==> src/rtl/alu_operand_loader.sv <==
// alu_operand_loader: assembles byte-stream x/y operand pairs for the ALU.
// Optional internal exhaustive x/y sweep when ALU_OPERAND_SWEEP_EN is defined.
module alu_operand_loader #(
    parameter  int DATA_W = 16,
    localparam int NBYTES = DATA_W / 8
) (
    input  logic              clk,
    input  logic              rst_n,
    input  logic              in_valid,
    output logic              in_ready,
    input  logic [7:0]        in_byte,
    input  logic              abort,
    output logic [DATA_W-1:0] x_out,
    output logic [DATA_W-1:0] y_out,
    output logic              op_valid,
    input  logic              op_ready,
`ifdef ALU_OPERAND_SWEEP_EN
    input  logic              sweep_start,
    output logic              sweep_done,
`endif
    output logic [15:0]       pair_cnt
);

    // Narrow sweep builds (DATA_W < 8) still get one byte of shadow.
    localparam int NB = (NBYTES < 1) ? 1 : NBYTES;
    localparam int SW = NB * 8;
    localparam int IW = (NB > 1) ? $clog2(NB) : 1;

    typedef enum logic [1:0] {
        LOAD_X,
        LOAD_Y,
        PRESENT
    } state_t;

    state_t        state;
    state_t        state_nxt;
    logic [IW-1:0] idx;
    logic [SW-1:0] shadow_x;
    logic [SW-1:0] shadow_y;
    logic [SW-1:0] y_full;
    logic          xfer;
    logic          last;
    logic          hs;
    logic          sweeping;
    logic          start;
    logic          sweep_end;

`ifndef ALU_OPERAND_SWEEP_EN
    assign sweeping = 1'b0;
    assign start    = 1'b0;
`endif

    // Handshake qualifiers and next-state selection.
    always_comb begin
        state_nxt = state;
        in_ready  = (state != PRESENT) && !sweeping;
        xfer      = in_valid && in_ready && !abort && !start;
        last      = (idx == IW'(NB - 1));
        hs        = op_valid && op_ready && !abort;
        sweep_end = hs && sweeping && (&x_out) && (&y_out);
        y_full    = shadow_y;
        y_full[idx*8 +: 8] = in_byte;
        if (abort) begin
            state_nxt = LOAD_X;
        end else begin
            case (state)
                LOAD_X: begin
                    if (start)
                        state_nxt = PRESENT;
                    else if (xfer && last)
                        state_nxt = LOAD_Y;
                end
                LOAD_Y: begin
                    if (xfer && last)
                        state_nxt = PRESENT;
                end
                PRESENT: begin
                    if (hs && (!sweeping || sweep_end))
                        state_nxt = LOAD_X;
                end
                default: state_nxt = LOAD_X;
            endcase
        end
    end

`ifdef ALU_OPERAND_SWEEP_EN
    // Sweep may only begin at a clean pair boundary.
    assign start = sweep_start && (state == LOAD_X) &&
                   (idx == '0) && !abort;
`endif

    // State register.
    always_ff @(posedge clk or negedge rst_n) begin
        if (!rst_n)
            state <= LOAD_X;
        else
            state <= state_nxt;
    end

    // Byte assembly, pair presentation, pair counting and sweep stepping.
    always_ff @(posedge clk or negedge rst_n) begin
        if (!rst_n) begin
            idx      <= '0;
            shadow_x <= '0;
            shadow_y <= '0;
            x_out    <= '0;
            y_out    <= '0;
            op_valid <= 1'b0;
            pair_cnt <= '0;
`ifdef ALU_OPERAND_SWEEP_EN
            sweeping   <= 1'b0;
            sweep_done <= 1'b0;
`endif
        end else begin
`ifdef ALU_OPERAND_SWEEP_EN
            sweep_done <= 1'b0;
`endif
            if (abort) begin
                idx      <= '0;
                op_valid <= 1'b0;
`ifdef ALU_OPERAND_SWEEP_EN
                sweeping <= 1'b0;
`endif
            end else begin
                if (xfer) begin
                    if (state == LOAD_X)
                        shadow_x[idx*8 +: 8] <= in_byte;
                    else
                        shadow_y <= y_full;
                    idx <= last ? '0 : idx + 1'b1;
                    if (last && state == LOAD_Y) begin
                        x_out    <= shadow_x[DATA_W-1:0];
                        y_out    <= y_full[DATA_W-1:0];
                        op_valid <= 1'b1;
                    end
                end
                if (hs) begin
                    pair_cnt <= pair_cnt + 16'd1;
                    if (!sweeping) begin
                        op_valid <= 1'b0;
                    end else if (sweep_end) begin
                        op_valid <= 1'b0;
`ifdef ALU_OPERAND_SWEEP_EN
                        sweeping   <= 1'b0;
                        sweep_done <= 1'b1;
`endif
                    end else begin
                        {x_out, y_out} <= {x_out, y_out} + 1'b1;
                    end
                end
`ifdef ALU_OPERAND_SWEEP_EN
                if (start) begin
                    sweeping <= 1'b1;
                    x_out    <= '0;
                    y_out    <= '0;
                    op_valid <= 1'b1;
                end
`endif
            end
        end
    end

endmodule
==> config.mk <==
export PLATFORM = sky130hd
export DESIGN_NAME = alu_operand_loader
export DESIGN_NICKNAME = d
export VERILOG_FILES = /design/src/rtl/alu_operand_loader.sv
export SDC_FILE = /design/constraint.sdc
export NUM_CORES = 1
export LEC_CHECK = 0
export ABC_AREA = 1
export BUFFER_PORTS_ARGS = -buffer_cell sky130_fd_sc_hd__clkbuf_2
export CAP_MARGIN = 0
export CORE_MARGIN = 2
export CORE_UTILIZATION = 38
export CTS_CLUSTER_SIZE = 25
export DETAILED_ROUTE_END_ITERATION = 6
export GPL_TIMING_DRIVEN = 0
export PLACE_DENSITY = 0.67
export SLEW_MARGIN = 20
export SYNTH_ARGS = -nofsm -noshare
export SYNTH_HDL_FRONTEND = slang
export SYNTH_SLANG_ARGS = --single-unit
==> constraint.sdc <==
create_clock -name clk -period 1.9 [get_ports clk]
set_clock_uncertainty 0.2 [all_clocks]
set_input_delay 0.38 -clock clk [delete_from_list [all_inputs] [get_ports clk]]
set_output_delay 0.38 -clock clk [all_outputs]
set_load 0.02 [all_outputs]
-- Word-level counts from Yosys, hierarchy flattened
Index checks and enable logic that the tools add are counted.
- output and inout port bits: 50
- bits of input ports: 13
- logic and storage cells: 52
- flip-flop bits (word level): 84
- $add $sub $neg: 3
- bitwise logic cells: 2
- mux-type cells: 14
- reduce and logical (&&, ||, !) cells: 17
- equality and inequality tests: 6
- shift operators: 2
- operator list (operator ; number):
    4-bit negation with 34-bit output ; 1
    8-bit by 34-bit variable shift with 16-bit output, first input constant ; 1
    8-bit by 34-bit variable part select with 16-bit output ; 1
    16-bit bitwise mux ; 2
    16-bit by 1-bit adder with 16-bit output, second input constant ; 1
    3-bit AND reduction ; 4
    3-bit != test, second input constant ; 3
    2-bit two-way mux ; 4
    1-bit two-way mux ; 7
    1-bit logical AND ; 6
    2-bit one-hot mux with 3 select lines ; 1
    3-bit nonzero test ; 2
    2-bit AND reduction ; 2
    2-bit by 1-bit equality test with 1-bit output, second input constant ; 1
    2-bit equality test, second input constant ; 1
    2-bit logical NOT ; 1
    2-bit != test, second input constant ; 1
    1-bit NOT ; 2
    2-bit nonzero test ; 1
    1-bit adder, second input constant ; 1
    1-bit logical NOT ; 1

-- Logic depth before layout (Yosys ltp)
- depth in word-level cells: 7
- mapped depth: 8
- depth with buffers taken out: 8

-- Worst setup path before layout
Ideal clock, no wire load.
- kind: reg2reg
- from: register pair_cnt[1]
- to: register pair_cnt[10]
- data required time: 1.570 ns
- period minus slack after synthesis: 1.576 ns
- cell stages (with the launch flop): 8
- arrival time: 1.246 ns
- slack: 0.324 ns
- buffers on the path: 0
- library setup time: 0.130 ns
- cell sequence: dfrtp_1 ha_1 inv_1 nor2_1 nand2_2 nor2_2 nand2_1 xnor2_1
- word-level cells in the longest chain between the ends: 1
- ends and longest elaborated chain (what ; RTL line ; RTL):
    from (decl) ; 21 ; output logic [15:0] pair_cnt
    from (signal assigned) ; 138 ; pair_cnt <= pair_cnt + 16'd1;
    16-bit by 1-bit adder with 16-bit output ; 138 ;
No other way between the ends.
A chain may end at the register's enable or synchronous reset.

-- Worst setup path after layout
- from: register state[0]
- to: output port in_ready
- word-level cells in the longest chain between the ends: 1
- ends and longest elaborated chain (what ; RTL line ; RTL):
    from (decl) ; 35 ; state_t state;
    from (signal assigned) ; 97 ; state <= state_nxt;
    2-bit != test ; 56 ; in_ready = (state != PRESENT) && !sweeping;
    to (decl) ; 10 ; output logic in_ready,
No other way between the ends.

==> impl_metrics.json <==
{
  "status": "finished, final reports clean",
  "dp_hpwl_mm": 5.62,
  "yosysUniqueCellTypes": 23,
  "leakage_nw": 2.29,
  "cts_root_buf": "clkbuf_8",
  "layout-drive-gt1-share_pct": 19.8,
  "die_area_um2": 10300,
  "clk_pin_slew_ns": 0.08,
  "dp.cells": 613,
  "tritoncts": "done",
  "hold_depth": 3,
  "gr-usage-met3_pct": 4.62,
  "worst_path_max_delay_cell": "dfrtp_1",
  "worst_hold_path_type": "primary input to flop",
  "die_h_um": 102,
  "avgSynthCellArea_um2": 8.57,
  "cp.required_ns": 1.32,
  "critPathLaunchType": "flop",
  "antenna_found_initial": 0,
  "crit_buf_inv": 2,
  "firstDrtPassIters": 4,
  "max_freq_mhz": 588,
  "min-delay-start": "in_byte[7]",
  "syn_area_um2": 3610,
  "cp.arrival_ns": 1.12,
  "ctsLongestPathBuffers": 2,
  "route.final.wire_length_mm": 7.96,
  "ir_drop_mv": 0.459,
  "grt_pass1_vias": 2841,
  "h-tree-depth": 3,
  "num_io_pins": 63,
  "final_cell_mix": "nand2_1 (179), dfrtp_1 (84), clkbuf_2 (61)",
  "crit_path_end_kind": "output pin",
  "utilization_pct": 46.9,
  "rows": 35,
  "grt_start_max_net_pins": 85,
  "final_area_um2": 4330,
  "cpPeakStageDelay_ns": 0.41,
  "cp_max_fo": 4,
  "cts_buffers": 9,
  "syn2layout_area_growth_pct": 19.8,
  "postRouteAntennaNets": 0,
  "cap_viol_max_count": 0,
  "worst_slew_margin_rel_pct": 55.8,
  "place_congestion": 0.836,
  "power_density_nw_per_um2": 1070,
  "critPathKind": "flop to output pin",
  "insertion_delay_ns": 0.35,
  "nets": 510,
  "grt.overflow.total": 0,
  "final_common_cell": "nand2_1",
  "crit_cells": 3,
  "wl_per_cell_um": 12.6,
  "n_fill_cell": 899,
  "fin_crit_sh_pct": 89.5,
  "fin_total_pwr_mw": 4.63,
  "ys_seq_area_share_pct": 58.2,
  "core_um2": 9240,
  "io_buffers": 62,
  "synthFlopType": "dfrtp_1",
  "path_cells": "inv_1 > nand2_1 > clkbuf_2",
  "synth_edf_count": 0,
  "synthCells": 422,
  "die_w_um": 102,
  "place_area_um2": 4100,
  "worst_pin_slew_ns": 0.663,
  "slew_violations": 0,
  "r2r_start": "state[0]",
  "synth_warnings": 0,
  "grt_use_total_pct": 16.4,
  "r2r_cells": 4,
  "antenna_cells": 0,
  "async_reset_ff_share_pct": 100,
  "ys_ff_latch": 84,
  "drc": 0,
  "hold_path_end": "shadow_x[15]",
  "r2r-end": "shadow_y[9]",
  "drt_iter0_drc": 114,
  "period_needed_ns": 1.70,
  "use_met2_pct": 27.1,
  "layout.cells.non_filler": 630,
  "gr-usage-met1_pct": 21.4,
  "cts.sinks": 84,
  "start_util_pct": 39.1,
  "grt_pass1_wl_mm": 13.2,
  "synth.net_count": 436,
  "top_usage_layer": "met2",
  "cts_resized": 0,
  "vias": 2890,
  "reg2reg_slack_ns": 0.24,
  "setup_tns_ns": 0,
  "setup-violations-final": 0,
  "hold_viol": 0,
  "grt_setup_unrepaired": "false",
  "crit_family": "flip-flops",
  "viasPerCell": 4.59
}
-- worst min-delay path, stage by stage --
cell and delay (ns):
clkbuf_2 0.10, inv_1 0.09, o21ai_1 0.07
-- worst max path at each step --
stage               slack [ns]   startpoint           end
finish                    0.20     state[0]      in_ready
global route              0.11     state[0]  shadow_y[15]
CTS                       0.18     state[0]      in_ready
detailed placement        0.12        abort   shadow_y[6]
global placement         -0.64        rst_n     y_out[13]
floorplan                 0.32  pair_cnt[1]  pair_cnt[10]
-- routing by layer --
layer	part of all wire (%)	wire, um
met5	0	0
met4	1.2	96
met3	5.6	445
met2	48	3810
met1	45	3610
-- repair_timing --
action	in CTS	in global routing
hold endpoints to repair	84	0
setup buffers	0	0
hold buffers	1	0
setup endpoints to repair	0	0
-- flip-flops by register name (all words and copies together) (netlist names) --
signal,cells
state,2
op_valid,1
shadow_x,16
pair_cnt,16
x_out,16
y_out,16
shadow_y,16
idx,1
-- final cells by class --
class / instances / area, um2 / share of cell area, %
Clock inverter: 5 / 82.6 / 1.91
Sequential cell: 84 / 2100 / 48.6
Tap cell: 129 / 161 / 3.73
Timing Repair Buffer: 63 / 329 / 7.60
Inverter: 44 / 165 / 3.82
Clock buffer: 11 / 141 / 3.27
Multi-Input combinational cell: 279 / 1250 / 28.8
Buffer: 15 / 101 / 2.34
-- power by group --
part	switching (mW)	internal, mW
sequential	0.185	2.14
combinational	0.572	0.291
clock	0.655	0.785
-- cell families after synthesis --
logic type,after synthesis,share of synthesized area [%]
adder cells (fa/ha/maj),1,0.346
buffers and inverters,59,7.37
flip-flops,84,58.2
AO/OA/AOI/OAI,54,7.48
XOR/XNOR,11,2.67
AND/OR/NAND/NOR,213,24.0
-- cells in the mapped netlist, types with 2 or more instances --
master	number	area [um2]
nand2_1	179	672
dfrtp_1	84	2100
inv_1	43	161
o21ai_0	43	215
nor2_1	13	48.8
o21ai_1	8	40.0
nand3_1	6	30.0
xnor2_1	6	52.6
buf_4	5	37.5
xor2_1	5	43.8
clkbuf_1	4	15.0
nand4_1	4	25.0
nor2_2	4	25.0
a21oi_1	3	15.0
buf_2	3	15.0
buf_6	3	33.8
nand3_2	2	20.0
nor2_4	2	22.5
-- through the flow --
stage / hold WS [ns] / setup WS, ns
finish: 0.131 / 0.199
global route: 0.121 / 0.112
CTS: 0.112 / 0.184
detailed placement: 0.258 / 0.121
global placement: 0.259 / -0.638
floorplan: -0.116 / 0.324
Note: power is estimated with default switching activity, not from simulation.
